## src/rtl/cpu_exec_ctrl_pkg.sv

```systemverilog
// Shared types and constants for the CPU execution controller and its key debouncer.
package cpu_exec_ctrl_pkg;

  typedef enum logic [1:0] {
    HALT  = 2'd0,
    STEP  = 2'd1,
    RUN_N = 2'd2,
    FREE  = 2'd3
  } mode_e;

  typedef enum logic [1:0] {
    S_HALT  = 2'd0,
    S_STEP  = 2'd1,
    S_RUN   = 2'd2,
    S_BREAK = 2'd3
  } state_e;

  // 10 ms of stable key level at 50 MHz.
  localparam int unsigned DEB_CYCLES_DFLT = 500000;

  function automatic int unsigned deb_w(input int unsigned cycles);
    return $clog2(cycles + 1);
  endfunction

  localparam int unsigned DEB_W = deb_w(DEB_CYCLES_DFLT);

endpackage

```

## src/rtl/cpu_exec_ctrl_btn_debounce.sv

```systemverilog
// Board-key debouncer: 2-FF synchroniser, stability counter and a one-clk pulse on
// each accepted press (debounced 1->0). Release yields no pulse. Reusable for any active-low key.
module btn_debounce
  import cpu_exec_ctrl_pkg::*;
#(
  parameter int unsigned DEB_CYCLES = DEB_CYCLES_DFLT
) (
  input  logic clk,
  input  logic rst_n,
  input  logic btn_n_i,
  output logic level_o,
  output logic press_o
);

  localparam int unsigned CW = deb_w(DEB_CYCLES);
  localparam logic [CW-1:0] CNT_LAST = CW'(DEB_CYCLES - 1);

  logic [1:0]    sync_q;
  logic [CW-1:0] cnt_q, cnt_d;
  logic          level_q, level_d;
  logic          press_q, press_d;

  // Key idles high (released), so the synchroniser and level reset to 1.
  always_ff @(posedge clk or negedge rst_n) begin
    if (!rst_n) begin
      sync_q  <= 2'b11;
      cnt_q   <= '0;
      level_q <= 1'b1;
      press_q <= 1'b0;
    end else begin
      sync_q  <= {sync_q[0], btn_n_i};
      cnt_q   <= cnt_d;
      level_q <= level_d;
      press_q <= press_d;
    end
  end

  // Count consecutive samples that disagree with the accepted level; any
  // agreeing sample (a bounce back) restarts the count.
  always_comb begin
    cnt_d   = '0;
    level_d = level_q;
    if (sync_q[1] != level_q) begin
      if (cnt_q == CNT_LAST) begin
        level_d = sync_q[1];
      end else begin
        cnt_d = cnt_q + CW'(1);
      end
    end
  end

  assign press_d = level_q & ~level_d;

  assign level_o = level_q;
  assign press_o = press_q;

endmodule

```

## src/rtl/cpu_exec_ctrl.sv

```systemverilog
// Clock-enable sequencer for the single-cycle core: halt/step/run-N/free-run, PC breakpoints
// and retired-instruction count. Breakpoint comparators exist only when CPU_EXEC_CTRL_BP_EN is defined.
module cpu_exec_ctrl
  import cpu_exec_ctrl_pkg::*;
#(
  parameter int unsigned XLEN       = 32,
  parameter int unsigned NUM_BP     = 4,
  parameter int unsigned CNT_W      = 16,
  parameter int unsigned DEB_CYCLES = DEB_CYCLES_DFLT
) (
  input  logic                     clk,
  input  logic                     rst_n,
  input  logic                     step_btn_n_i,
  input  logic [1:0]               mode_i,
  input  logic [CNT_W-1:0]         run_count_i,
  input  logic [XLEN-1:0]          pc_i,
  input  logic [NUM_BP*XLEN-1:0]   bp_addr_i,
  input  logic [NUM_BP-1:0]        bp_en_i,
  output logic                     cpu_ce_o,
  output logic                     running_o,
  output logic [NUM_BP-1:0]        bp_hit_o,
  output logic [31:0]              instret_o
);

  logic press_c;
  logic key_level_unused;

  btn_debounce #(
    .DEB_CYCLES (DEB_CYCLES)
  ) u_step_key (
    .clk     (clk),
    .rst_n   (rst_n),
    .btn_n_i (step_btn_n_i),
    .level_o (key_level_unused),
    .press_o (press_c)
  );

  logic [1:0] mode_meta_q, mode_sync_q, mode_prev_q;
  logic       mode_chg_c;
  mode_e      mode_cur;

  always_ff @(posedge clk or negedge rst_n) begin
    if (!rst_n) begin
      mode_meta_q <= 2'b00;
      mode_sync_q <= 2'b00;
      mode_prev_q <= 2'b00;
    end else begin
      mode_meta_q <= mode_i;
      mode_sync_q <= mode_meta_q;
      mode_prev_q <= mode_sync_q;
    end
  end

  assign mode_chg_c = (mode_sync_q != mode_prev_q);
  assign mode_cur   = mode_e'(mode_sync_q);

  logic [NUM_BP-1:0] bp_match_c;

`ifdef CPU_EXEC_CTRL_BP_EN
  for (genvar gi = 0; gi < NUM_BP; gi++) begin : g_bp
    assign bp_match_c[gi] = bp_en_i[gi] && (pc_i == bp_addr_i[gi*XLEN +: XLEN]);
  end
`else
  logic unused_bp_inputs;
  assign unused_bp_inputs = ^{pc_i, bp_addr_i, bp_en_i};
  assign bp_match_c       = '0;
`endif

  state_e            state_q, state_d;
  logic [CNT_W-1:0]  rem_q, rem_d;
  logic              counted_q, counted_d;
  logic              first_q, first_d;
  logic [NUM_BP-1:0] bp_hit_q, bp_hit_d;
  logic [31:0]       instret_q;
  logic              abort_c, bp_stop_c;
  logic              cpu_ce_c, running_c;

  // A run may start on a breakpointed PC; only later cycles can stop on a match.
  assign abort_c   = press_c | mode_chg_c;
  assign bp_stop_c = (|bp_match_c) & ~first_q;

  always_ff @(posedge clk or negedge rst_n) begin
    if (!rst_n) begin
      state_q   <= S_HALT;
      rem_q     <= '0;
      counted_q <= 1'b0;
      first_q   <= 1'b0;
      bp_hit_q  <= '0;
    end else begin
      state_q   <= state_d;
      rem_q     <= rem_d;
      counted_q <= counted_d;
      first_q   <= first_d;
      bp_hit_q  <= bp_hit_d;
    end
  end

  always_comb begin
    state_d   = state_q;
    rem_d     = rem_q;
    counted_d = counted_q;
    first_d   = 1'b0;
    bp_hit_d  = bp_hit_q;
    if (press_c) begin
      bp_hit_d = '0;
    end
    case (state_q)
      S_HALT: begin
        if (press_c) begin
          case (mode_cur)
            STEP: state_d = S_STEP;
            RUN_N: begin
              if (run_count_i != '0) begin
                state_d   = S_RUN;
                rem_d     = run_count_i;
                counted_d = 1'b1;
                first_d   = 1'b1;
              end
            end
            FREE: begin
              state_d   = S_RUN;
              counted_d = 1'b0;
              first_d   = 1'b1;
            end
            default: ;
          endcase
        end
      end
      S_STEP: state_d = S_HALT;
      S_RUN: begin
        if (abort_c) begin
          state_d = S_HALT;
        end else if (bp_stop_c) begin
          state_d  = S_BREAK;
          bp_hit_d = bp_hit_q | bp_match_c;
        end else if (counted_q) begin
          if (rem_q == CNT_W'(1)) begin
            state_d = S_HALT;
          end
          rem_d = rem_q - CNT_W'(1);
        end
      end
      S_BREAK: state_d = S_HALT;
      default: state_d = S_HALT;
    endcase
  end

  // ce is combinational so a matching PC suppresses it in the very cycle it appears.
  always_comb begin
    cpu_ce_c  = 1'b0;
    running_c = 1'b0;
    case (state_q)
      S_STEP: cpu_ce_c = 1'b1;
      S_RUN: begin
        running_c = 1'b1;
        cpu_ce_c  = ~abort_c & ~bp_stop_c;
      end
      default: ;
    endcase
  end

  always_ff @(posedge clk or negedge rst_n) begin
    if (!rst_n) begin
      instret_q <= '0;
    end else if (cpu_ce_c) begin
      instret_q <= instret_q + 32'd1;
    end
  end

  assign cpu_ce_o  = cpu_ce_c;
  assign running_o = running_c;
  assign instret_o = instret_q;

`ifdef CPU_EXEC_CTRL_BP_EN
  assign bp_hit_o = bp_hit_q;
`else
  assign bp_hit_o = '0;
`endif

endmodule

```

## config.mk

```make
export PLATFORM = sky130hd
export DESIGN_NAME = cpu_exec_ctrl
export DESIGN_NICKNAME = d
export VERILOG_FILES = /design/src/rtl/cpu_exec_ctrl_pkg.sv /design/src/rtl/cpu_exec_ctrl_btn_debounce.sv /design/src/rtl/cpu_exec_ctrl.sv
export SDC_FILE = /design/constraint.sdc
export NUM_CORES = 1
export LEC_CHECK = 0
export ABC_AREA = 1
export BUFFER_PORTS_ARGS = -buffer_cell sky130_fd_sc_hd__buf_2
export CORE_MARGIN = 2
export CORE_UTILIZATION = 40
export CTS_CLUSTER_DIAMETER = 150
export DETAILED_ROUTE_END_ITERATION = 16
export PLACE_DENSITY = 0.71
export SLEW_MARGIN = 10
export SYNTH_ARGS = -nofsm -noshare
export SYNTH_HDL_FRONTEND = slang
export SYNTH_HIERARCHICAL = 1
export SYNTH_SLANG_ARGS = --single-unit
export TNS_END_PERCENT = 50
```

## constraint.sdc

```tcl
create_clock -name clk -period 1.71 [get_ports clk]
set_input_delay 0.342 -clock clk [delete_from_list [all_inputs] [get_ports clk]]
set_output_delay 0.342 -clock clk [all_outputs]
set_load 0.05 [all_outputs]
```

==> impl_metrics.yaml, run 1 <==
die:
  rows: 41
  die-area_sq_um: 13700
  fp.dieW_um: 117
  fp.dieH_um: 117
  start_util: 0.407
  core_area_sq_um: 12500
  ios: 223
worst_setup_path:
  ff2ff_setup_slack_ns: 0.07
  slowest_stage: "dfrtp_1"
  path_common_cell: "nand2_2"
  path_cells: "inv_2 -> nand2_2 -> nand2_2 -> nor2_4 -> nand3_2 -> nand2_2 -> nand2_4 -> inv_4 -> buf_8"
  rr_startpoint: "mode_cur[0]"
  cp_top_family: "simple AND/OR/NAND/NOR gates"
  r2r_end: "rem_q[1]"
  startpoint_type: "register"
  critPathMaxFanout: 4
  max_stage_delay_ns: 0.39
  cp_data_required_time_ns: 1.37
  r2r_cells: 12
  path_buf_inv: 3
  critPathCaptureType: "output pin"
  critPathKind: "register to output pin"
  worstPathArrival_ns: 1.47
global_route:
  antenna_found_initial: 0
  grt_usage: 0.190
  grt_pass1_vias: 4420
  grt_pass1_wl_um: 20300
  grt_overflow: 0
  grt_max_degree: 36
timing:
  fin_crit_ns: 1.81
  hold_viol: 0
  holdWs_ns: 0.0903
  clock.fmax_ghz: 0.551
  finalSetupViolCount: 1
  fin_ws_ns: -0.104
  finalClockSkew_ns: 0.00626
  grt_setup_unrepaired: "yes"
  timing.final.crit_share: 1.06
  slew_viol_final: 0
min_path:
  min_path_cells: 1
  hp-start: "step_btn_n_i"
  hold_end: "u_step_key/sync_q[0]"
  hp-class: "primary input to register"
layout:
  multiInputGateArea_sq_um: 2800
  layout_common_cells: "nand2_1, nor2_1, dfrtp_1"
  final_util: 0.493
  fill_cells: 1261
  register_area_sq_um: 2010
  drive_gt1_frac: 0.197
  final_nets: 1016
  area_growth_pct: 21.1
  final_common_cell: "nand2_1"
  antenna_cells: 0
drt:
  vias: 4809
  drtIter0Drc: 328
  routed_wl_um: 12500
  drt_pass1_iterations: 5
  vias_per_cell: 4.81
  ant_nets: 0
  drc: 0
  wl_per_cell_um: 12.5
run_status:
  violations: "negative setup slack"
  outcome: "finished, violations left"
logic_synthesis:
  seq_area_frac_synth: 0.394
  ys_types: 37
  synth_area_leaders: "dfrtp_1, nand2_1, nor2_1"
  synth_top_flop_cell: "dfrtp_1"
  syn_area_sq_um: 5090
  synthArstFlopShare: 1.00
  yosysWarnings: 6
  synth_edf_count: 0
  synthDominantCellAreaShare: 0.378
  synth_cells: 743
  synth_top_cell_by_area: "dfrtp_1"
  ys_ff_latch: 80
  syn_avg_cell_area_sq_um: 6.86
placed_design:
  io_buffers: 54
  place_congestion: 0.951
  dpl.hpwl_um: 9090
clocking:
  cts_root_buf: "clkbuf_16"
  numCtsBuffers: 9
  cts.clk_slew.worst_paths_ns: 0.06
  cts_max_level: 3
  cts_sinks: 80
  clk_latency_ns: 0.35
  cts_tree: "done"
  cts.path.max_buffers: 2
power:
  power_leakage_nw: 3.08
  ir_worst_vdd_mv: 0.535
  power.internal_mw: 3.30
  seq_power_share: 0.453
  cellPowerDensity_nw_per_um2: 687
  clockPowerShare: 0.504
  p_comb_frac: 0.043
  switchingPower_mw: 0.945
  switching_share: 0.223
run:
  cap_violations: 0
==> logic make-up (layout without fill, tap and decap cells) <==
family | count (synthesis) | in the layout | share of synthesized area
other | 1 | 4 | 0.000736
adder cells (fa/ha/maj) | 9 | 9 | 0.0221
AND/OR/NAND/NOR | 504 | 504 | 0.425
XOR/XNOR | 24 | 24 | 0.0427
AO/OA/AOI/OAI | 38 | 38 | 0.0395
flip-flops | 80 | 80 | 0.394
multiplexers | 2 | 2 | 0.00393
buffers and inverters | 85 | 166 | 0.0722
==> routing by layer <==
layer  GRT usage  vias to the layer above  wire length (um)
li1            -                     2446                 -
met1       0.252                     2224              5870
met2       0.296                      124              5580
met3      0.0633                       15               845
met4      0.0541                        0               158
met5           0                        -                 0
==> what timing repair did <==
action                                  CTS  global route
endpoints found under the hold margin    21             0
cloned                                    0             2
pin swaps                                 2             9
resized for setup                        10            29
buffers inserted                          8             1
hold buffers                              1             0
endpoints found under the setup margin    2            22
==> cell type report <==
class / instances / share of cell area
multi-input combinational: 581 / 0.454
sequential: 80 / 0.325
timing repair buffer: 80 / 0.0886
inverter: 70 / 0.0438
clock buffer: 10 / 0.0387
tap: 172 / 0.0349
clock inverter: 6 / 0.0146
==> sequential cells by signal, summed over array words and instances, names as in the netlist <==
register / cells
mode_prev_q: 2
u_step_key/sync_q: 2
u_step_key/level_o: 1
u_step_key/press_o: 1
mode_cur: 2
u_step_key/cnt_q: 19
state_q: 2
instret_o: 32
rem_q: 16
mode_meta_q: 2
counted_q: 1
==> synthesized netlist by cell type (3+ instances only) <==
cell      number
nand2_1      293
nor2_1       107
dfrtp_1       77
inv_1         63
nand3_1       42
o21ai_0       19
nand2_2       16
xor2_1        15
nand3b_1      13
nor2_2        11
o21ai_1       10
ha_1           9
buf_2          8
xnor2_1        8
inv_2          7
nor2_4         6
a21oi_1        4
buf_4          4
nand4_1        4
nor3_1         4
dfstp_2        3
==> per-stage QoR <==
| stage | worst slack (ns) | cells | TNS (ns) | power [mW] | cell area [sq um] |
|---|---|---|---|---|---|
| after floorplan | -0.0348 | 746 | -0.0495 | 2.04 | 5120 |
| final | -0.104 | 999 | -0.104 | 4.24 | 6170 |
| after global placement | 0.106 | 972 | 0 | 2.13 | 5650 |
| after CTS | -0.103 | 997 | -0.133 | 4.29 | 6080 |
| after global routing | -0.211 | 999 | -0.455 | 4.40 | 6170 |
| after detailed placement | 0.0979 | 972 | 0 | 2.13 | 5650 |
==> power by group through the flow <==
stage	Sequential [mW]	Clock, mW	Combinational, mW
floorplan	1.95	0	0.0858
global placement	1.96	0	0.171
detailed placement	1.96	0	0.172
CTS	1.92	2.19	0.183
global route	1.92	2.27	0.209
finish	1.92	2.14	0.183
==> how the worst max path moves through the flow <==
stage | depth (start not counted) | from | end | slack [ns]
after floorplan | 10 | instret_o[0] | instret_o[28] | -0.03
after global placement | 7 | state_q[0] | cpu_ce_o | 0.11
after detailed placement | 11 | rem_q[0] | rem_q[14] | 0.1
after CTS | 9 | mode_cur[0] | cpu_ce_o | -0.10
after global routing | 9 | mode_cur[0] | cpu_ce_o | -0.21
final | 9 | mode_cur[0] | cpu_ce_o | -0.10
(Power assumes the default switching activity.)
==> run 2: changes to the inputs <==
Settings changed: CTS_BUF_LIST from default to sky130_fd_sc_hd__clkbuf_16, SKIP_CTS_REPAIR_TIMING from default to 1.
==> impl_metrics.yaml, run 2 (synthesis gave the netlist of run 1 again) <==
layout:
  antenna_cells: 0
  layout_common_cells: "nand2_1, nor2_1, dfrtp_1"
  area_growth_pct: 19.2
  largest_reg_flops: 32
  final_common_cell: "nand2_1"
  drive_gt1_frac: 0.180
  final_nets: 1011
worst_setup_path:
  path_cells: "inv_2 -> nand2_2 -> nand2_2 -> nor2_4 -> nand3_4 -> nand2_2 -> nand2_4 -> inv_4 -> buf_8"
  path_common_cell: "nand2_2"
  cp_data_required_time_ns: 1.37
  critPathKind: "register to output pin"
  worstPathArrival_ns: 1.48
  critPathCaptureType: "output pin"
  critPathMaxFanout: 4
  max_stage_delay_ns: 0.39
  startpoint_type: "register"
  slowest_stage: "dfrtp_1"
placed_design:
  io_buffers: 54
  dpl.hpwl_um: 9090
  place_congestion: 0.951
  pre_cts_slack_ns: 0.0979
timing:
  clock.fmax_ghz: 0.549
  holdWs_ns: 0.0934
  finalSetupViolCount: 1
  slew_viol_final: 0
  setup_tns_ns: -0.111
  timing.final.crit_share: 1.06
  fin_ws_ns: -0.111
  fin_crit_ns: 1.82
  hold_viol: 0
  finalClockSkew_ns: 0.00571
  grt_setup_unrepaired: "yes"
die:
  ios: 223
  start_util: 0.407
  fp.dieW_um: 117
  rows: 41
  core_area_sq_um: 12500
  die-area_sq_um: 13700
  fp.dieH_um: 117
power:
  cellPowerDensity_nw_per_um2: 689
  seq_power_share: 0.459
  clockPowerShare: 0.499
  ir_worst_vdd_mv: 0.418
  power_leakage_nw: 3.04
  switchingPower_mw: 0.937
  power.internal_mw: 3.25
  power.total_mw: 4.18
  switching_share: 0.224
  p_comb_frac: 0.042
global_route:
  grt_pass1_wl_um: 20000
  grt_overflow: 0
  grt_usage: 0.186
  grt_pass1_vias: 4356
  antenna_found_initial: 0
  grt_max_degree: 36
clocking:
  cts_tree: "done"
  cts.clk_slew.worst_paths_ns: 0.06
  cts.path.max_buffers: 2
  cts_sinks: 80
  cts_root_buf: "clkbuf_16"
  cts_max_level: 3
  clk_latency_ns: 0.34
  numCtsBuffers: 9
drt:
  ant_nets: 0
  drtIter0Drc: 334
  drt_pass1_iterations: 6
  drc: 0
  wl_per_cell_um: 12.2
  vias: 4759
  routed_wl_um: 12200
  vias_per_cell: 4.79
run_status:
  outcome: "finished, violations left"
  violations: "negative setup slack"
run:
  cap_violations: 0
min_path:
  hp-class: "primary input to register"
run 2: cell count changes in the layout (fill, tap and decap cells not counted), sizes merged:
| cell | delta |
|---|---|
| clkbuf | -1 |
| clkinv | +1 |
| buf | -5 |
run 2: worst max-delay path, delay by kind of cell, from the launching register on:
family / cells / cell delay (ns)
buffers and inverters: 3 / 0.27
flip-flops: 1 / 0.39
AND/OR/NAND/NOR: 6 / 0.49
run 2: metal layers:
metal,routed length [um],global-route usage
met1,5780,0.249
met3,791,0.0587
met4,194,0.0612
met5,0,0
met2,5400,0.288
run 2: power groups by stage:
stage	clock network, mW	registers, mW	logic (mW)
finish	2.09	1.92	0.175
global route	2.22	1.92	0.200
CTS	2.14	1.92	0.173
detailed placement	0	1.96	0.172
global placement	0	1.96	0.171
floorplan	0	1.95	0.0858
run 2: through the flow:
step	utilization	cells	area, sq um
CTS	0.477	988	5970
floorplan	-	746	5120
global placement	0.452	972	5650
finish	0.485	994	6070
detailed placement	0.452	972	5650
global route	0.485	994	6070
run 2: area by class of cell:
type	count	area [sq um]
clock buffer	9	225
clock inverter	7	93.8
fill	1285	6440
inverter	70	265
multi-input combinational	581	2760
sequential	80	2010
tap	172	215
timing repair buffer	75	503
run 2: path summary, 6_finish.rpt:
path | endpoint | slack (ns) | from | cells after the start
hold reg to reg | u_step_key/sync_q[1] | 0.36 | u_step_key/sync_q[0] | 0
setup reg to reg | rem_q[6] | 0.11 | rem_q[0] | 8
max in group asynchronous | u_step_key/sync_q[0] | 0.70 | rst_n | 3
hold / removal | u_step_key/sync_q[0] | 0.09 | step_btn_n_i | 1
setup / recovery | cpu_ce_o | -0.11 | mode_cur[0] | 9
min in group asynchronous | rem_q[7] | 0.47 | rst_n | 2
